`config.mk`:
```
export PLATFORM = sky130hd
export DESIGN_NAME = delay_monitor
export DESIGN_NICKNAME = d
export VERILOG_FILES = /design/src/rtl/delay_monitor.sv
export SDC_FILE = /design/constraint.sdc
export NUM_CORES = 1
export LEC_CHECK = 0
export BUFFER_PORTS_ARGS = -buffer_cell sky130_fd_sc_hd__buf_2
export CORE_ASPECT_RATIO = 1.4
export CORE_UTILIZATION = 30
export DETAILED_ROUTE_END_ITERATION = 6
export PLACE_DENSITY = 0.53
export SETUP_SLACK_MARGIN = 0.5
export SYNTH_ARGS = -nofsm -noshare
export SYNTH_HDL_FRONTEND = slang
export SYNTH_SLANG_ARGS = --single-unit
```
`constraint.sdc`:
```
create_clock -name clk -period 3 [get_ports clk]
set_input_delay 0.15 -clock clk [delete_from_list [all_inputs] [get_ports clk]]
set_output_delay 0.15 -clock clk [all_outputs]
set_load 0.02 [all_outputs]
```
`src/rtl/delay_monitor.sv`:
```
`default_nettype none
// ============================================================================
// Module   : delay_monitor
// Purpose  : Locks onto a periodic single-cycle pulse (N low cycles between
//            pulses) and flags early/late pulses once locked.
// Revision : 1.0
// ============================================================================
module delay_monitor #(
    parameter int N          = 15000,
    parameter int CBITS      = 14,
    parameter int LOCK_COUNT = 3
) (
    input  logic       clk,
    input  logic       rst,
    input  logic       sig,
    output logic       locked,
    output logic       pulse_ok,
    output logic       err_early,
    output logic       err_late,
    output logic       err_sticky,
    output logic [7:0] fault_cnt
);

    localparam logic [CBITS-1:0] C_GAP_N   = CBITS'(N);
    localparam logic [CBITS-1:0] C_GAP_MAX = '1;
    localparam logic [3:0]       C_LOCK    = 4'(LOCK_COUNT);
    localparam logic [7:0]       C_CNT_MAX = 8'hFF;

    typedef enum logic [1:0] {
        S_IDLE  = 2'd0,
        S_ACQ   = 2'd1,
        S_TRACK = 2'd2
    } state_t;

    state_t           r_state;
    logic [CBITS-1:0] r_gap;
    logic [3:0]       r_good;

    logic       w_hit;
    logic       w_early;
    logic       w_late;
    logic       w_fault;
    logic [3:0] w_good_inc;

    assign w_hit      = sig && (r_gap == C_GAP_N);
    assign w_early    = sig && (r_gap != C_GAP_N);
    assign w_late     = !sig && (r_gap == C_GAP_N);
    assign w_fault    = (r_state == S_TRACK) && (w_early || w_late);
    assign w_good_inc = r_good + 4'd1;

    always_ff @(posedge clk) begin
        if (!rst) begin
            r_state    <= S_IDLE;
            r_gap      <= '0;
            r_good     <= 4'd0;
            locked     <= 1'b0;
            pulse_ok   <= 1'b0;
            err_early  <= 1'b0;
            err_late   <= 1'b0;
            err_sticky <= 1'b0;
            fault_cnt  <= 8'd0;
        end else begin
            pulse_ok  <= 1'b0;
            err_early <= 1'b0;
            err_late  <= 1'b0;

            // Saturate rather than wrap so a long silence in IDLE never aliases to N
            if (sig) begin
                r_gap <= '0;
            end else if (r_gap != C_GAP_MAX) begin
                r_gap <= r_gap + 1'b1;
            end

            case (r_state)
                S_IDLE: begin
                    if (sig) begin
                        r_state <= S_ACQ;
                        r_good  <= 4'd0;
                    end
                end
                S_ACQ: begin
                    if (w_hit) begin
                        r_good   <= w_good_inc;
                        pulse_ok <= 1'b1;
                        if (w_good_inc == C_LOCK) begin
                            r_state <= S_TRACK;
                            locked  <= 1'b1;
                        end
                    end else if (w_early) begin
                        r_good <= 4'd0;
                    end else if (w_late) begin
                        r_state <= S_IDLE;
                        r_good  <= 4'd0;
                    end
                end
                S_TRACK: begin
                    if (w_hit) begin
                        pulse_ok <= 1'b1;
                    end else if (w_early) begin
                        err_early <= 1'b1;
                        r_state   <= S_ACQ;
                        r_good    <= 4'd0;
                        locked    <= 1'b0;
                    end else if (w_late) begin
                        err_late <= 1'b1;
                        r_state  <= S_IDLE;
                        r_good   <= 4'd0;
                        locked   <= 1'b0;
                    end
                end
                default: begin
                    r_state <= S_IDLE;
                    r_good  <= 4'd0;
                    locked  <= 1'b0;
                end
            endcase

            if (w_fault) begin
                err_sticky <= 1'b1;
                if (fault_cnt != C_CNT_MAX) begin
                    fault_cnt <= fault_cnt + 8'd1;
                end
            end
        end
    end

endmodule
`default_nettype wire

```
# --- Word level (Yosys, flattened, before mapping) ---
# Cells that the tools add are included.
# Widths: inputs -> output; s select.
word_totals:
  output_inout_bits: 13
  in_bits: 3
  reg_bits: 33
  wordCells: 68
classes:
  bitwise: 3
  n_reduce_logical: 16
  n_addsub: 3
  n_mux: 23
  n_eq_ne: 14
op_table:
  columns: ["operator", "n"]
  rows:
  - ["$ne 14x14->1 const B", 2]
  - ["$mux 4", 5]
  - ["$add 14x1->14 const B", 1]
  - ["$eq 14x14->1 const B", 1]
  - ["$mux 2", 7]
  - ["$pmux 4 s3", 1]
  - ["$ne 3x3->1 const B", 3]
  - ["$add 8x1->8 const B", 1]
  - ["$mux 1", 8]
  - ["$ne 2x2->1 const B", 4]
  - ["$ne 8x8->1 const B", 1]
  - ["$pmux 2 s3", 1]
  - ["$reduce_and 2->1", 3]
  - ["$reduce_and 5->1", 1]
  - ["$add 4x1->4 const B", 1]
  - ["$eq 4x2->1 const B", 1]
  - ["$logic_and 1x1->1", 4]
  - ["$reduce_and 4->1", 1]
  - ["$reduce_or 2->1", 2]
  - ["$reduce_or 4->1", 1]
  - ["$not 1->1", 3]
  - ["$pmux 1 s3", 1]
  - ["$reduce_or 3->1", 1]
  - ["$eq 2x1->1 const B", 1]
  - ["other kinds (4)", 4]

# --- Longest topological paths before layout ---
# Gate-level depths: netlist of run 1.
depth:
  word_depth: 6
  depth_mapped: 11
  depth_no_buf: 10

# --- Least setup slack after synthesis of run 1 ---
# OpenSTA, ideal clock, no wires.
synth_timing:
  path_kind: "flip-flop to flip-flop"
  start: "register r_gap[0]"
  end: "register r_good[3]"
  setup_ns: 0.060
  setup_slack_ns: 0.836
  required_ns: 2.940
  synth_period_minus_slack_ns: 2.164
  path_stages_with_launch: 12
  n_path_buf: 1
  arrival_ns: 2.104
  cell_sequence: "dfxtp_1 > inv_1 > ha_1 > nor2b_1 > nand4_1 > inv_1 > ha_1 > buf_6 > nand2_2 > or4b_4 > o21ai_1 > o221a_1"
synth_between:
  elab_cells_between_ends: 12
  cone_classes: "3 x eq/ne; 5 x mux; 4 x reduce/logical"
synth_lines:
  columns: ["item", "line", "text"]
  rows:
  - ["start, declared", "36", "logic [CBITS-1:0] r_gap;"]
  - ["start signal, assigned", "71", "r_gap <= r_gap + 1'b1;"]
  - ["$eq 14x14->1 (*)", "45", "assign w_hit = sig && (r_gap == C_GAP_N);"]
  - ["$logic_and 1x1->1 (*)", "45", null]
  - ["via w_hit", "39", "logic w_hit;"]
  - ["$mux 4 / $ne 2x2->1 (equally long branches)", null, null]
  - ["$pmux 4 s3 / $reduce_and 2->1 (equally long branches)", null, null]
  - ["end signal, assigned", "83", "r_good <= w_good_inc;"]
  - ["end, declared", "37", "logic [3:0] r_good;"]
# The timed path passes the listed nets; every way through them passes the cells marked *. The select of a mux whose other input is x is not followed.
# A chain may end at the register's enable or synchronous reset.

# --- Final worst setup path of run 1 ---
layout_timing:
  start: "register r_gap[0]"
  end: "register r_state[0]"
layout_between:
  elab_cells_between_ends: 15
  cone_classes: "5 x eq/ne; 6 x mux; 4 x reduce/logical"
layout_lines:
  columns: ["item", "line", "text"]
  rows:
  - ["$eq 14x14->1 (*)", "45", null]
  - ["$logic_and 1x1->1 (*)", "45", null]
  - ["via w_hit", "39", null]
  - ["$ne 3x3->1 (no line) (tied with other cells)", null, null]
  - ["$reduce_and 4->1 (no line) / $pmux 2 s3 (equally long branches)", null, null]
  - ["end signal, assigned", "53", "r_state <= S_IDLE;"]
  - ["end signal, assigned", "77", "r_state <= S_ACQ;"]
  - ["end signal, assigned", "86", "r_state <= S_TRACK;"]
  - ["end, declared", "35", "state_t r_state;"]
# Marks and branches as above.

==> results of run 1 <==
[registers in the layout, summed over array words and instances, names as in the netlist]
signal / count
locked: 1
r_state: 2
err_sticky: 1
err_late: 1
fault_cnt: 8
err_early: 1
pulse_ok: 1
r_good: 4
r_gap: 14
[area by class of cell]
cell class | instances | area share
multi-input cells | 162 | 0.551
flip-flops and latches | 33 | 0.299
well taps | 72 | 0.0407
repair buffers | 15 | 0.0339
clock buffers | 5 | 0.0311
inverters | 14 | 0.0238
clock inverters | 3 | 0.0209
[report_power, final]
part           total, uW  internal [uW]  switching, uW
clock network        433            249            185
registers            448            443           5.23
logic               96.4           39.8           56.7
[cells in the final DEF, fill, tap and decap left out, drive strengths merged, types with 4 or more instances in the layout]
master	instances
dfxtp	33
buf	15
inv	14
ha	13
nand2	13
nor2	10
nand3	10
a21oi	9
o21ai	9
and2	7
o21a	6
nor2b	6
nand4	6
clkbuf	5
and3	5
nor4	5
and4	4
mux2i	4
xor2	4
nor3	4
o211ai	4
[per-stage QoR]
stage          cells  power, uW   util
3_5_place_dp     296        555  0.333
2_1_floorplan    215        532      -
4_1_cts          304        992  0.351
5_1_grt          304       1020  0.354
3_3_place_gp     296        554  0.333
6_report         304        978  0.354
[how the worst max path moves through the flow]
| stage | from | to | slack (ns) | depth (start not counted) |
|---|---|---|---|---|
| detailed placement | r_gap[0] | r_state[0] | 0.59 | 10 |
| global placement | r_gap[0] | r_state[0] | 0.64 | 10 |
| finish | r_gap[0] | r_state[0] | 0.66 | 10 |
| CTS | r_gap[0] | r_state[0] | 0.58 | 10 |
| global route | r_gap[0] | fault_cnt[2] | 0.40 | 10 |
| floorplan | r_gap[0] | r_good[3] | 0.84 | 11 |
[logic make-up after synthesis]
logic type | Yosys count | synth area share
adder cells (fa/ha/maj) | 13 | 0.0834
flip-flops | 33 | 0.339
multiplexers | 5 | 0.0263
XOR/XNOR | 7 | 0.0315
buffers and inverters | 20 | 0.0436
AND/OR/NAND/NOR | 87 | 0.295
AO/OA/AOI/OAI | 50 | 0.182
[critical path, stage by stage (launching register included)]
cell and delay [ns]:
dfxtp_1 0.32, inv_1 0.14, ha_1 0.16, nor2b_1 0.12
nand4_1 0.17, inv_1 0.13, ha_2 0.28, and2b_2 0.25
o21ai_0 0.25, o211ai_2 0.13, a32o_1 0.27
[metal layers]
metal  track usage  vias to the layer above  wire length, um
met1         0.139                      751             1740
met2         0.220                       33             1990
met5             0                        -                0
li1              -                      825                -
met3        0.0353                       12              137
met4        0.0800                        0              131
[repair_timing]
| item | in CTS | in global routing |
|---|---|---|
| gates resized for setup | 0 | 3 |
| setup buffers | 0 | 0 |
| endpoints found under the setup margin | 0 | 8 |
==> impl_metrics.csv, run 1 <==
group,metric,value,unit
clocking,clock_latency,0.29,ns
sta,slew_viol_final,0,
synth,synth_top_cells_by_area,"dfxtp_1 (34%), ha_1 (8.3%), inv_1 (2.5%)",
floorplanning,num_rows,34,
floorplanning,die_h,97.4,um
clocking,postCtsHoldBufs,0,
finish,fillCellCount,641,
setup_path,path_max_fanout,10,
power_and_ir_drop,peakVddDrop,0.150,mV
setup_path,r2r_start,"r_gap[0]",
placement,postPlaceCellArea,2080,um2
sta,setup_viol,0,
routing,ant_nets,0,
synth,synth_top_area_share,0.339,
synth,ys_types,60,
sta,hold_viol_final,0,
routing,firstDrtPassIters,4,
setup_path,critPathLaunchType,"register",
sta,rsz0062_at_grt,"yes",
hold_path,hp-class,"input pin to register",
synth,synth_commonest_cells,"dfxtp_1 (33), ha_1 (13), inv_1 (13)",
synth,synth-seq-cells,33,
clocking,cts.clk_slew.worst_paths,0.08,ns
global_routing,grtUsageTotal,0.129,
finish,diodes,0,
sta,tightest_slew,0.494,ns
sta,slew_headroom,0.670,
hold_path,holdPathEnd,"err_sticky",
finish,seq_area,661,um2
setup_path,r2r_slack,0.66,ns
outcome,status,"completed",
clocking,cts_buffers,5,
setup_path,critPathRequiredTime,3.18,ns
synth,synthFlopType,"dfxtp_1",
hold_path,min_path_cells,2,
global_routing,grt_pass1_vias,1537,
floorplanning,die_w,70.1,um
synth,synth-seq-area-share,0.339,
finish,multiInputGateArea,1220,um2
setup_path,reg2reg_to,"r_state[0]",
synth,yosys_warnings,0,
synth,netlist_area,1950,um2
sta,hold_slack,0.281,ns
sta,final.setup_skew,0.00799,ns
global_routing,grt_max_degree,24,
clocking,clock-sinks,33,
floorplanning,core,6250,um2
finish,nets,247,
sta,fmax,427,MHz
setup_path,cp-end-kind,"register",
power_and_ir_drop,power_density,442,nW/um2
floorplanning,die-area,6830,um2
setup_path,worstPathArrival,2.52,ns
sta,fin_setup_tns,0,ns
finish,drive_gt1_frac,0.181,
synth,yosysTopAreaCell,"dfxtp_1",
finish,syn_to_final_growth,13.5,%
clocking,clk_path_buf_depth,2,
synth,syn_nets,231,
routing,wl_per_cell,13.2,um
sta,finalCritPeriodShare,0.780,
routing,routed_wl,4.00,mm
hold_path,hold_path_startpoint,"rst",
synth,synth_most_common_cell,"dfxtp_1",
synth,synthCells,215,
clocking,cts_root_buf,"clkbuf_8",
power_and_ir_drop,p_leak,0.000892,uW
synth,syn-mean-instance-area,9.07,um2
finish,fin_area,2210,um2
placement,place_ws,0.592,ns
sta,finalWorstSetupSlack,0.660,ns
synth,synth-edff-count,0,
global_routing,grt_pass1_wl,7.03,mm
routing,drtIter0Drc,74,
clocking,htreeDepth,2,
setup_path,crit_type,"register to register",
routing,drc,0,
floorplanning,io_pins,16,
routing,vias,1621,
setup_path,reg2regPathDepth,10,
clocking,cts_tree,"yes",
placement,place.detailed.hpwl,2.95,mm
routing,via_per_inst,5.33,
sta,period_needed,2.34,ns
placement,portBuffers,15,
global_routing,grt_antenna_before_repair,0,
flow_run,maxCapViolCount,0,
synth,synthArstFlopShare,0,
placement,gp_congestion,0.801,
floorplanning,initial_core_util,0.312,
global_routing,overflow,0,
Note: power is estimated with default switching activity, not from simulation.
==> inputs of run 2 (changes only) <==
--- a/config.mk
+++ b/config.mk
@@ -5,6 +5,7 @@
 export SDC_FILE = /design/constraint.sdc
 export NUM_CORES = 1
 export LEC_CHECK = 0
+export ABC_AREA = 1
 export BUFFER_PORTS_ARGS = -buffer_cell sky130_fd_sc_hd__buf_2
 export CORE_ASPECT_RATIO = 1.4
 export CORE_UTILIZATION = 30
==> constraint.sdc (replaced) <==
create_clock -name clk -period 2.4 [get_ports clk]
set_input_delay 0.12 -clock clk [delete_from_list [all_inputs] [get_ports clk]]
set_output_delay 0.12 -clock clk [all_outputs]
set_load 0.02 [all_outputs]
==> impl_metrics.csv, run 2 <==
group,metric,value,unit
clocking,cts_tree,"yes",
global_routing,grt_pass1_wl,7.23,mm
setup_path,critPathLaunchType,"register",
finish,nets,324,
floorplanning,core,6170,um2
setup_path,worstPathCellList,"inv_4, ha_4, nand3_4, nor4_4, ha_1, nor2_2, nand2_2, inv_4, nand2_2, xor2_1, nor2_1",
routing,routed_wl,4.40,mm
routing,drc,0,
power_and_ir_drop,p_comb_frac,0.089,
sta,setup_viol,0,
synth,syn-mean-instance-area,7.02,um2
synth,synthArstFlopShare,0,
power_and_ir_drop,power_frac_clock,0.395,
placement,gp_congestion,0.785,
clocking,clock-sinks,33,
synth,synth_top_cells_by_area,"dfxtp_1 (34%), nand2_1 (12%), ha_1 (8.5%)",
routing,firstDrtPassIters,4,
finish,top_register,"r_gap",
power_and_ir_drop,peakVddDrop,0.182,mV
setup_path,critPathRequiredTime,2.57,ns
setup_path,cp-end-kind,"register",
sta,period_needed,1.99,ns
clocking,cts_buffers,5,
synth,synth_top_area_share,0.345,
routing,wl_per_cell,11.6,um
power_and_ir_drop,power_frac_seq,0.517,
outcome,status,"completed",
sta,rsz0062_at_grt,"yes",
routing,via_per_inst,4.70,
power_and_ir_drop,p_leak,0.00109,uW
finish,diodes,0,
global_routing,grt_antenna_before_repair,0,
floorplanning,die_w,69.5,um
finish,final_common_cell,"nand2_1",
synth,synth_commonest_cells,"nand2_1 (61), inv_1 (41), dfxtp_1 (33)",
placement,portBuffers,15,
synth,synth-edff-count,0,
power_and_ir_drop,p_sw_frac,0.270,
power_and_ir_drop,switching_power,290,uW
setup_path,crit_type,"register to register",
setup_path,critical-path-max-stage-delay,0.35,ns
synth,synth-seq-area-share,0.345,
placement,place_ws,0.243,ns
finish,final_cell_mix,"nand2_1 (55), inv_1 (35), dfxtp_1 (27)",
synth,synthFlopType,"dfxtp_1",
hold_path,hp-class,"input pin to register",
sta,tightest_slew,0.483,ns
finish,largest_reg_flops,14,
synth,netlist_area,1920,um2
sta,slew_viol_final,0,
synth,syn_nets,289,
flow_run,maxCapViolCount,0,
global_routing,grt_pass1_vias,1695,
sta,final.setup_skew,0.00358,ns
setup_path,cp_top_family,"simple AND/OR/NAND/NOR gates",
placement,dp_cells,360,
sta,finalWorstSetupSlack,0.411,ns
setup_path,worstPathArrival,2.16,ns
routing,ant_nets,0,
clocking,clock_latency,0.29,ns
power_and_ir_drop,power_density,445,nW/um2
clocking,htreeDepth,2,
synth,synth_most_common_cell,"nand2_1",
setup_path,cp_num_buf_inv,2,
sta,hold_viol_final,0,
floorplanning,die-area,6710,um2
sta,fin_setup_tns,0,ns
synth,yosys_warnings,0,
finish,syn_to_final_growth,26.2,%
synth,ys_types,31,
global_routing,grtUsageTotal,0.137,
floorplanning,io_pins,16,
routing,drtIter0Drc,99,
setup_path,slowest_stage,"dfxtp_4",
clocking,cts.clk_slew.worst_paths,0.07,ns
finish,reg_top3,"r_gap x14, fault_cnt x8, r_good x4",
routing,vias,1791,
synth,yosysTopAreaCell,"dfxtp_1",
placement,place.detailed.hpwl,3.16,mm
finish,drive_gt1_frac,0.288,
floorplanning,num_rows,34,
finish,fin_area,2420,um2
global_routing,grt_max_degree,14,
floorplanning,initial_core_util,0.311,
setup_path,crit_cells,11,
synth,synth-seq-cells,33,
hold_path,min_path_cells,3,
sta,hold_slack,0.124,ns
global_routing,overflow,0,
sta,slew_headroom,0.678,
sta,finalCritPeriodShare,0.829,
finish,final_cells,381,
placement,postPlaceCellArea,2110,um2
setup_path,path_max_fanout,8,
clocking,clk_path_buf_depth,2,
sta,fmax,503,MHz
clocking,cts_root_buf,"clkbuf_8",
synth,synthCells,273,
power_and_ir_drop,internal_power,786,uW
setup_path,reg2regPathDepth,11,
floorplanning,die_h,96.6,um
[run 2: power groups by stage]
stage / Combinational [uW] / Sequential, uW / Clock, uW
after floorplan: 47.7 / 568 / 0
after CTS: 80.2 / 556 / 440
after global routing: 106 / 557 / 462
after detailed placement: 66.0 / 570 / 0
after global placement: 65.7 / 570 / 0
final: 95.4 / 556 / 425
[run 2: final cells by class]
cell class                      count  area (um2)
Multi-Input combinational cell    194        1210
Tap cell                           72        90.1
Clock inverter                      3        17.5
Timing Repair Buffer               29         188
Inverter                           45         174
Fill cell                         630        3750
Clock buffer                        5        68.8
Sequential cell                    33         671
[run 2: cells by family after synthesis]
logic type / after synthesis / synth area share
xor gates and xnor gates: 9 / 0.0412
DFF: 33 / 0.345
buffers and inverters: 46 / 0.0901
AOI/OAI and AO/OA: 38 / 0.106
adders and majority gates: 13 / 0.0849
and+or+nand+nor: 134 / 0.332
[run 2: metal layers]
metal | up-vias | share of wire | GRT usage
li1 | 943 | - | -
met1 | 814 | 0.42 | 0.142
met2 | 27 | 0.52 | 0.261
met3 | 7 | 0.032 | 0.0342
met4 | 0 | 0.020 | 0.0578
met5 | - | 0 | 0
[run 2: tightest hold or removal path, delay by kind of cell]
family / cells / cell delay (ns)
AND/OR/NAND/NOR: 1 / 0.04
buffers and inverters: 1 / 0.14
AO/OA/AOI/OAI: 1 / 0.08
[run 2: through the flow]
stage	power [uW]	utilization
after floorplan	616	-
after global placement	636	0.342
after detailed placement	636	0.342
after CTS	1080	0.376
after global routing	1120	0.392
final	1080	0.392
[run 2: what timing repair did]
item | in CTS | in global routing
buffers inserted | 8 | 5
hold buffers | 0 | 0
pin swaps | 8 | 7
endpoints found under the setup margin | 14 | 14
resized for setup | 23 | 18
[run 2: path summary, 6_finish.rpt]
path	slack, ns	startpoint	endpoint
max	0.41	r_gap[0]	fault_cnt[6]
min	0.12	rst	fault_cnt[1]
max reg2reg	0.41	r_gap[0]	fault_cnt[6]
min reg2reg	0.47	locked	locked
